==> config.mk <==
export PLATFORM = sky130hd
export DESIGN_NAME = sprite_rom_arbiter_flat
export DESIGN_NICKNAME = d
export VERILOG_FILES = /design/src/rtl/sprite_rom_arbiter_pkg.sv /design/src/rtl/sprite_rom_arbiter_if.sv /design/src/rtl/sprite_rom_arbiter_rr_pick.sv /design/src/rtl/sprite_rom_arbiter.sv /design/src/flat_wrapper.sv
export SDC_FILE = /design/constraint.sdc
export NUM_CORES = 1
export LEC_CHECK = 0
export BUFFER_PORTS_ARGS = -buffer_cell sky130_fd_sc_hd__buf_2
export CAP_MARGIN = 20
export CORE_ASPECT_RATIO = 1.1
export CORE_UTILIZATION = 40
export CTS_CLUSTER_SIZE = 40
export DETAILED_ROUTE_END_ITERATION = 10
export HOLD_SLACK_MARGIN = 0.1
export PLACE_DENSITY = 0.68
export RECOVER_POWER = 100
export SLEW_MARGIN = 20
export SYNTH_ARGS = -nofsm -noshare
export SYNTH_HDL_FRONTEND = slang
export SYNTH_SLANG_ARGS = --single-unit
==> constraint.sdc <==
create_clock -name vga_clk -period 5 [get_ports vga_clk]
set_input_delay 1.5 -clock vga_clk [delete_from_list [all_inputs] [get_ports vga_clk]]
set_output_delay 1.5 -clock vga_clk [all_outputs]
set_load 0.05 [all_outputs]
==> src/rtl/sprite_rom_arbiter_pkg.sv <==
// Shared sprite ROM types and widths, common to the draw engines, the ROM
// wrappers and the sprite ROM arbiter.
package sprite_rom_arbiter_pkg;

    localparam int SPRITE_ADDR_W = 14;
    localparam int SPRITE_IDX_W  = 4;
    localparam int DEF_NUM_REQ   = 4;
    localparam int DEF_MAX_LOCK  = 16;

    typedef logic [SPRITE_ADDR_W-1:0] sprite_addr_t;
    typedef logic [SPRITE_IDX_W-1:0]  pal_idx_t;

    // Modulo-n increment used for the round-robin pointer (wraps n-1 -> 0).
    function automatic int wrap_inc(input int k, input int n);
        return (k + 1 >= n) ? 0 : k + 1;
    endfunction

endpackage

==> src/rtl/sprite_rom_arbiter_if.sv <==
// Requester/ROM bus of the sprite ROM arbiter. The slave modport is the
// arbiter itself; the master modport is the draw engines plus the ROM.
interface sprite_rom_arbiter_if
    import sprite_rom_arbiter_pkg::*;
#(
    parameter int NUM_REQ = DEF_NUM_REQ,
    parameter int ADDR_W  = SPRITE_ADDR_W,
    parameter int DATA_W  = SPRITE_IDX_W
);
    logic [NUM_REQ-1:0]        req;
    logic [NUM_REQ-1:0]        lock;
    logic [NUM_REQ*ADDR_W-1:0] addr;
    logic [NUM_REQ-1:0]        gnt;
    logic [ADDR_W-1:0]         rom_address;
    logic [DATA_W-1:0]         rom_q;
    logic [NUM_REQ-1:0]        rvalid;
    logic [DATA_W-1:0]         rdata;

    modport slave (
        input  req, lock, addr, rom_q,
        output gnt, rom_address, rvalid, rdata
    );

    modport master (
        output req, lock, addr, rom_q,
        input  gnt, rom_address, rvalid, rdata
    );
endinterface

==> src/rtl/sprite_rom_arbiter_rr_pick.sv <==
// Combinational round-robin picker: first set req bit at or after ptr,
// wrapping modulo N. Returns the one-hot pick and its index.
module sprite_rom_arbiter_rr_pick #(
    parameter  int N     = 4,
    localparam int PTR_W = (N > 1) ? $clog2(N) : 1
) (
    input  logic [N-1:0]     req,
    input  logic [PTR_W-1:0] ptr,
    output logic [N-1:0]     pick,
    output logic [PTR_W-1:0] idx,
    output logic             any
);

    logic [PTR_W-1:0] cand;

    // Scan from farthest to nearest offset so the nearest requester wins last.
    always_comb begin
        pick = '0;
        idx  = '0;
        any  = 1'b0;
        cand = '0;
        for (int off = N - 1; off >= 0; off--) begin
            cand = PTR_W'((int'(ptr) + off) % N);
            if (req[cand]) begin
                pick       = '0;
                pick[cand] = 1'b1;
                idx        = cand;
                any        = 1'b1;
            end
        end
    end

endmodule

==> src/rtl/sprite_rom_arbiter.sv <==
// Shares one single-port sprite ROM among NUM_REQ sprite renderers.
// Round-robin grant with an optional bounded lock for back-to-back row
// fetches; ROM data returns one cycle later tagged with the requester.
module sprite_rom_arbiter
    import sprite_rom_arbiter_pkg::*;
#(
    parameter int NUM_REQ  = DEF_NUM_REQ,
    parameter int ADDR_W   = SPRITE_ADDR_W,
    parameter int DATA_W   = SPRITE_IDX_W,
    parameter int MAX_LOCK = DEF_MAX_LOCK
) (
    input  logic                 vga_clk,
    input  logic                 reset_n,
    sprite_rom_arbiter_if.slave  bus
);

    localparam int PTR_W = (NUM_REQ > 1) ? $clog2(NUM_REQ) : 1;
    localparam int CNT_W = $clog2(MAX_LOCK + 1);

    logic [PTR_W-1:0]   rr_ptr_q, rr_ptr_d;
    logic [PTR_W-1:0]   owner_q, owner_d;
    logic               owner_vld_q, owner_vld_d;
    logic [CNT_W-1:0]   lock_cnt_q, lock_cnt_d;
    logic [ADDR_W-1:0]  addr_hold_q, addr_hold_d;
    logic [NUM_REQ-1:0] rvalid_q, rvalid_d;
    logic [DATA_W-1:0]  rdata_q, rdata_d;

    logic [NUM_REQ-1:0] rr_gnt;
    logic [PTR_W-1:0]   rr_idx;
    logic               rr_any;

    logic               lock_path;
    logic [NUM_REQ-1:0] gnt_c;
    logic [PTR_W-1:0]   gnt_idx;
    logic               gnt_any;
    logic [ADDR_W-1:0]  rom_addr_c;

    sprite_rom_arbiter_rr_pick #(.N(NUM_REQ)) u_rr_pick (
        .req  (bus.req),
        .ptr  (rr_ptr_q),
        .pick (rr_gnt),
        .idx  (rr_idx),
        .any  (rr_any)
    );

    // Grant selection: a still-locked owner under its budget keeps the ROM,
    // otherwise the round-robin pick; nothing is granted while in reset.
    always_comb begin
        lock_path  = owner_vld_q && bus.req[owner_q] && bus.lock[owner_q]
                     && (lock_cnt_q < CNT_W'(MAX_LOCK));
        gnt_c      = '0;
        gnt_idx    = '0;
        gnt_any    = 1'b0;
        if (reset_n) begin
            if (lock_path) begin
                gnt_c[owner_q] = 1'b1;
                gnt_idx        = owner_q;
                gnt_any        = 1'b1;
            end else if (rr_any) begin
                gnt_c   = rr_gnt;
                gnt_idx = rr_idx;
                gnt_any = 1'b1;
            end
        end
        rom_addr_c = addr_hold_q;
        if (gnt_any) begin
            rom_addr_c = bus.addr[gnt_idx*ADDR_W +: ADDR_W];
        end
        if (!reset_n) begin
            rom_addr_c = '0;
        end
    end

    // Next state: rotate pointer past the winner, track lock owner/run
    // length, hold the address and stage the one-cycle read return.
    always_comb begin
        rr_ptr_d    = rr_ptr_q;
        owner_d     = owner_q;
        owner_vld_d = owner_vld_q;
        lock_cnt_d  = lock_cnt_q;
        if (gnt_any) begin
            rr_ptr_d = PTR_W'(wrap_inc(int'(gnt_idx), NUM_REQ));
            if (lock_path) begin
                lock_cnt_d = (lock_cnt_q == CNT_W'(MAX_LOCK)) ? lock_cnt_q
                                                              : lock_cnt_q + CNT_W'(1);
            end else begin
                owner_d     = gnt_idx;
                owner_vld_d = 1'b1;
                lock_cnt_d  = CNT_W'(1);
            end
        end else begin
            owner_d     = '0;
            owner_vld_d = 1'b0;
            lock_cnt_d  = '0;
        end
        addr_hold_d = rom_addr_c;
        rvalid_d    = gnt_c;
        rdata_d     = gnt_any ? bus.rom_q : rdata_q;
    end

    // State registers; async reset also discards any in-flight read.
    always_ff @(posedge vga_clk or negedge reset_n) begin
        if (!reset_n) begin
            rr_ptr_q    <= '0;
            owner_q     <= '0;
            owner_vld_q <= 1'b0;
            lock_cnt_q  <= '0;
            addr_hold_q <= '0;
            rvalid_q    <= '0;
            rdata_q     <= '0;
        end else begin
            rr_ptr_q    <= rr_ptr_d;
            owner_q     <= owner_d;
            owner_vld_q <= owner_vld_d;
            lock_cnt_q  <= lock_cnt_d;
            addr_hold_q <= addr_hold_d;
            rvalid_q    <= rvalid_d;
            rdata_q     <= rdata_d;
        end
    end

    assign bus.gnt         = gnt_c;
    assign bus.rom_address = rom_addr_c;
    assign bus.rvalid      = rvalid_q;
    assign bus.rdata       = rdata_q;

endmodule
==> src/flat_wrapper.sv <==
// flat-port wrapper written by rule: the top's interface ports become plain ports
module sprite_rom_arbiter_flat import sprite_rom_arbiter_pkg::*;
#(
    parameter int NUM_REQ  = DEF_NUM_REQ,
    parameter int ADDR_W   = SPRITE_ADDR_W,
    parameter int DATA_W   = SPRITE_IDX_W,
    parameter int MAX_LOCK = DEF_MAX_LOCK
)
  (vga_clk, reset_n, bus_req, bus_lock, bus_addr, bus_rom_q, bus_gnt, bus_rom_address, bus_rvalid, bus_rdata);
  sprite_rom_arbiter_if #(.NUM_REQ(NUM_REQ), .ADDR_W(ADDR_W), .DATA_W(DATA_W)) bus_i ();
  input  logic vga_clk;
  input  logic reset_n;
  input wire logic [$bits(bus_i.req)-1:0] bus_req;
  input wire logic [$bits(bus_i.lock)-1:0] bus_lock;
  input wire logic [$bits(bus_i.addr)-1:0] bus_addr;
  input wire logic [$bits(bus_i.rom_q)-1:0] bus_rom_q;
  output wire logic [$bits(bus_i.gnt)-1:0] bus_gnt;
  output wire logic [$bits(bus_i.rom_address)-1:0] bus_rom_address;
  output wire logic [$bits(bus_i.rvalid)-1:0] bus_rvalid;
  output wire logic [$bits(bus_i.rdata)-1:0] bus_rdata;
  assign bus_i.req = bus_req;
  assign bus_i.lock = bus_lock;
  assign bus_i.addr = bus_addr;
  assign bus_i.rom_q = bus_rom_q;
  assign bus_gnt = bus_i.gnt;
  assign bus_rom_address = bus_i.rom_address;
  assign bus_rvalid = bus_i.rvalid;
  assign bus_rdata = bus_i.rdata;
  sprite_rom_arbiter #(.NUM_REQ(NUM_REQ), .ADDR_W(ADDR_W), .DATA_W(DATA_W), .MAX_LOCK(MAX_LOCK)) u_core (.vga_clk(vga_clk), .reset_n(reset_n), .bus(bus_i));
endmodule
==> results.yml <==
clocking:
  htree_levels: 2
  cts.clk_slew.worst_paths_ps: 70
  cts_made_buffers: 5
  cts.sinks: 32
  clock_path_buffers: 2
  root_buffer: "clkbuf_8"
  hold_buffers: 0
  insertion_delay_ps: 280
  cts_tree: "built"
routing:
  drt_iter0_markers: 76
  routed_wl_mm: 5.68
  dr.pass1.iters: 4
  drc: 0
  wire_per_inst_um: 14.2
  vias: 2055
  avgViaCountPerCell: 5.15
  ant_nets: 0
placement:
  dp_hpwl_mm: 4.14
  place.gp.congestion: 0.859
  pre_cts_ws_ps: 73.8
  io_buffer_count: 95
  dpl_cell_area_um2: 2880
critical_path:
  cp_max_fo: 11
  crit_buf_inv: 4
  cpPeakStageDelay_ps: 300
  worst_setup_path_start_kind: "primary input"
  cpMostUsedCell: "buf_2"
  worstSetupEndpointType: "output pin"
  path_delay_family: "multiplexers"
  arrival_ps: 3470
  cp_cell_sequence: "buf_2 > mux2_2 > mux2i_2 > o21ai_2 > a22oi_4 > buf_12 > clkbuf_16 > mux2i_1 > o221ai_2 > buf_2"
  cp.required_ps: 3500
  slowest_stage: "mux2_2"
  path_class: "primary input to output pin"
power:
  power_mw: 1.78
  worst_ir_drop_vdd_uv: 350
  p_leak_nw: 1.60
  power.density_nw_per_um2: 581
final_layout:
  fin_util_pct: 56.5
  area_growth_pct: 35.7
  drive_above_1_share_pct: 42.9
  num_antenna_cells: 0
  finalNetCount: 403
  final_area_um2: 3070
sta:
  setup_viol: 0
  post-route-period-util_pct: 99.3
  min_period_ps: 4970
  setup_ws_ps: 33.9
  worst_pin_slew_ps: 650
  skew_ps: 5.95
  max_freq_mhz: 201
  relSlewSlack_pct: 56.7
  drv_slew: 0
  fin_tns_setup_ps: 0
  hold_viol_final: 0
global_routing:
  antenna_found_initial: 0
  grtUsageTotal_pct: 19.0
  grt_pass1_vias: 1861
  grt_pass1_wl_mm: 8.65
  overflow: 0
  grt_max_degree: 24
yosys:
  synth.top_cell.area_share_pct: 35.4
  synthTopCellsByCount: "38 x nand2_1, 32 x dfrtp_1, 32 x mux2i_1, 10 x ha_1, 10 x o221ai_2"
  ys.flop_type: "dfrtp_1"
  synth_nets: 295
  yosysTopAreaCell: "dfrtp_1"
  syn_area_per_cell_um2: 10.5
  ys_seq_area_share_pct: 35.4
  synth_most_common_cell: "nand2_1"
  synthesis.area_um2: 2260
  synth_area_leaders: "dfrtp_1 35%, mux2i_1 14%, o221ai_2 6.6%"
  async_reset_ff_share_pct: 100
  ys_ff_latch: 32
  ys_warn_count: 0
  synth_edf_count: 0
  synth_cells: 215
  synthDistinctLibCells: 45
die:
  core.rowCount: 28
  die_area_um2: 5960
  die_h_um: 80.9
  ios: 96
  die_x_um: 73.7
  coreArea_um2: 5430
  start_util_pct: 41.7
worst_hold_path:
  hold_path.class: "register to register"
run_status:
  status: "finished, final reports clean"
flow_run:
  maxCapViolCount: 0
-- layout make-up --
class,count,area (um2)
sequential,32,801
clock buffer,7,86.3
fill,493,2360
timing repair buffer,114,676
clock inverter,1,7.51
tap,75,93.8
multi-input combinational,161,1370
inverter,9,36.3
-- report_power, final --
group | leakage, nW | switching [mW] | total [mW] | internal, mW
logic | 1.15 | 0.744 | 1.18 | 0.438
clock network | 0.0445 | 0.0949 | 0.207 | 0.112
registers | 0.409 | 0.0509 | 0.393 | 0.343
total | 1.60 | 0.890 | 1.78 | 0.892
-- placed cells by master, fill, tap and decap left out, drive strengths merged, types with 3 or more instances in the layout --
cell and count:
a21oi 7, a22oi 3, and3 3, buf 94, clkbuf 27, dfrtp 32, ha 10, inv 9
mux2i 33, nand2 38, nor2 8, nor2b 3, o21ai 3, o221ai 17, o22ai 5
-- flip-flops by register name, indices dropped and copies added, names as in the netlist --
name                flops
u_core.bus.rdata        4
u_core.bus.rvalid       4
u_core.lock_cnt_q       5
u_core.owner_vld_q      1
u_core.addr_hold_q     14
u_core.owner_q          2
u_core.rr_ptr_q         2
-- worst min-delay path: stages, from the launching register on --
cell     delay [ps]
dfrtp_1         340
nand2_1          50
nand2_1          50
-- metrics by stage --
step                      hold slack [ps]  instances
after floorplan                       480        215
after global placement                455        387
after detailed placement              459        387
after CTS                             478        395
after global routing                  494        399
final                                 474        399
-- repair_timing --
item	in CTS	in global routing
endpoints found under the setup margin	0	9
setup buffers	0	1
gates resized for setup	0	21
-- logic make-up after synthesis --
family	synth area share [%]
xor+xnor	1.16
mux	17.8
fa+ha+maj	5.53
compound gates	21.7
flops	35.4
buf+inv	5.97
simple gates	12.5
-- final timing paths --
kind                                startpoint               endpoint  slack, ps  depth (start not counted)
setup / recovery                    bus_req[2]     bus_rom_address[1]         30                         10
hold / removal             u_core.bus.rdata[1]    u_core.bus.rdata[1]        470                          2
setup reg to reg            u_core.rr_ptr_q[1]  u_core.addr_hold_q[1]       2260                          9
hold reg to reg            u_core.bus.rdata[1]    u_core.bus.rdata[1]        470                          2
max in group asynchronous              reset_n   u_core.bus.rvalid[1]       3100                          2
min in group asynchronous              reset_n      u_core.owner_q[1]       1060                          1
-- per-layer routing --
metal	share of wire, %	vias up	track usage (%)
met2	49	88	31.1
met4	0.76	0	6.15
met1	44	946	25.4
li1	-	1019	-
met3	6.0	2	3.35
met5	0	-	0
(Power assumes the default switching activity.)
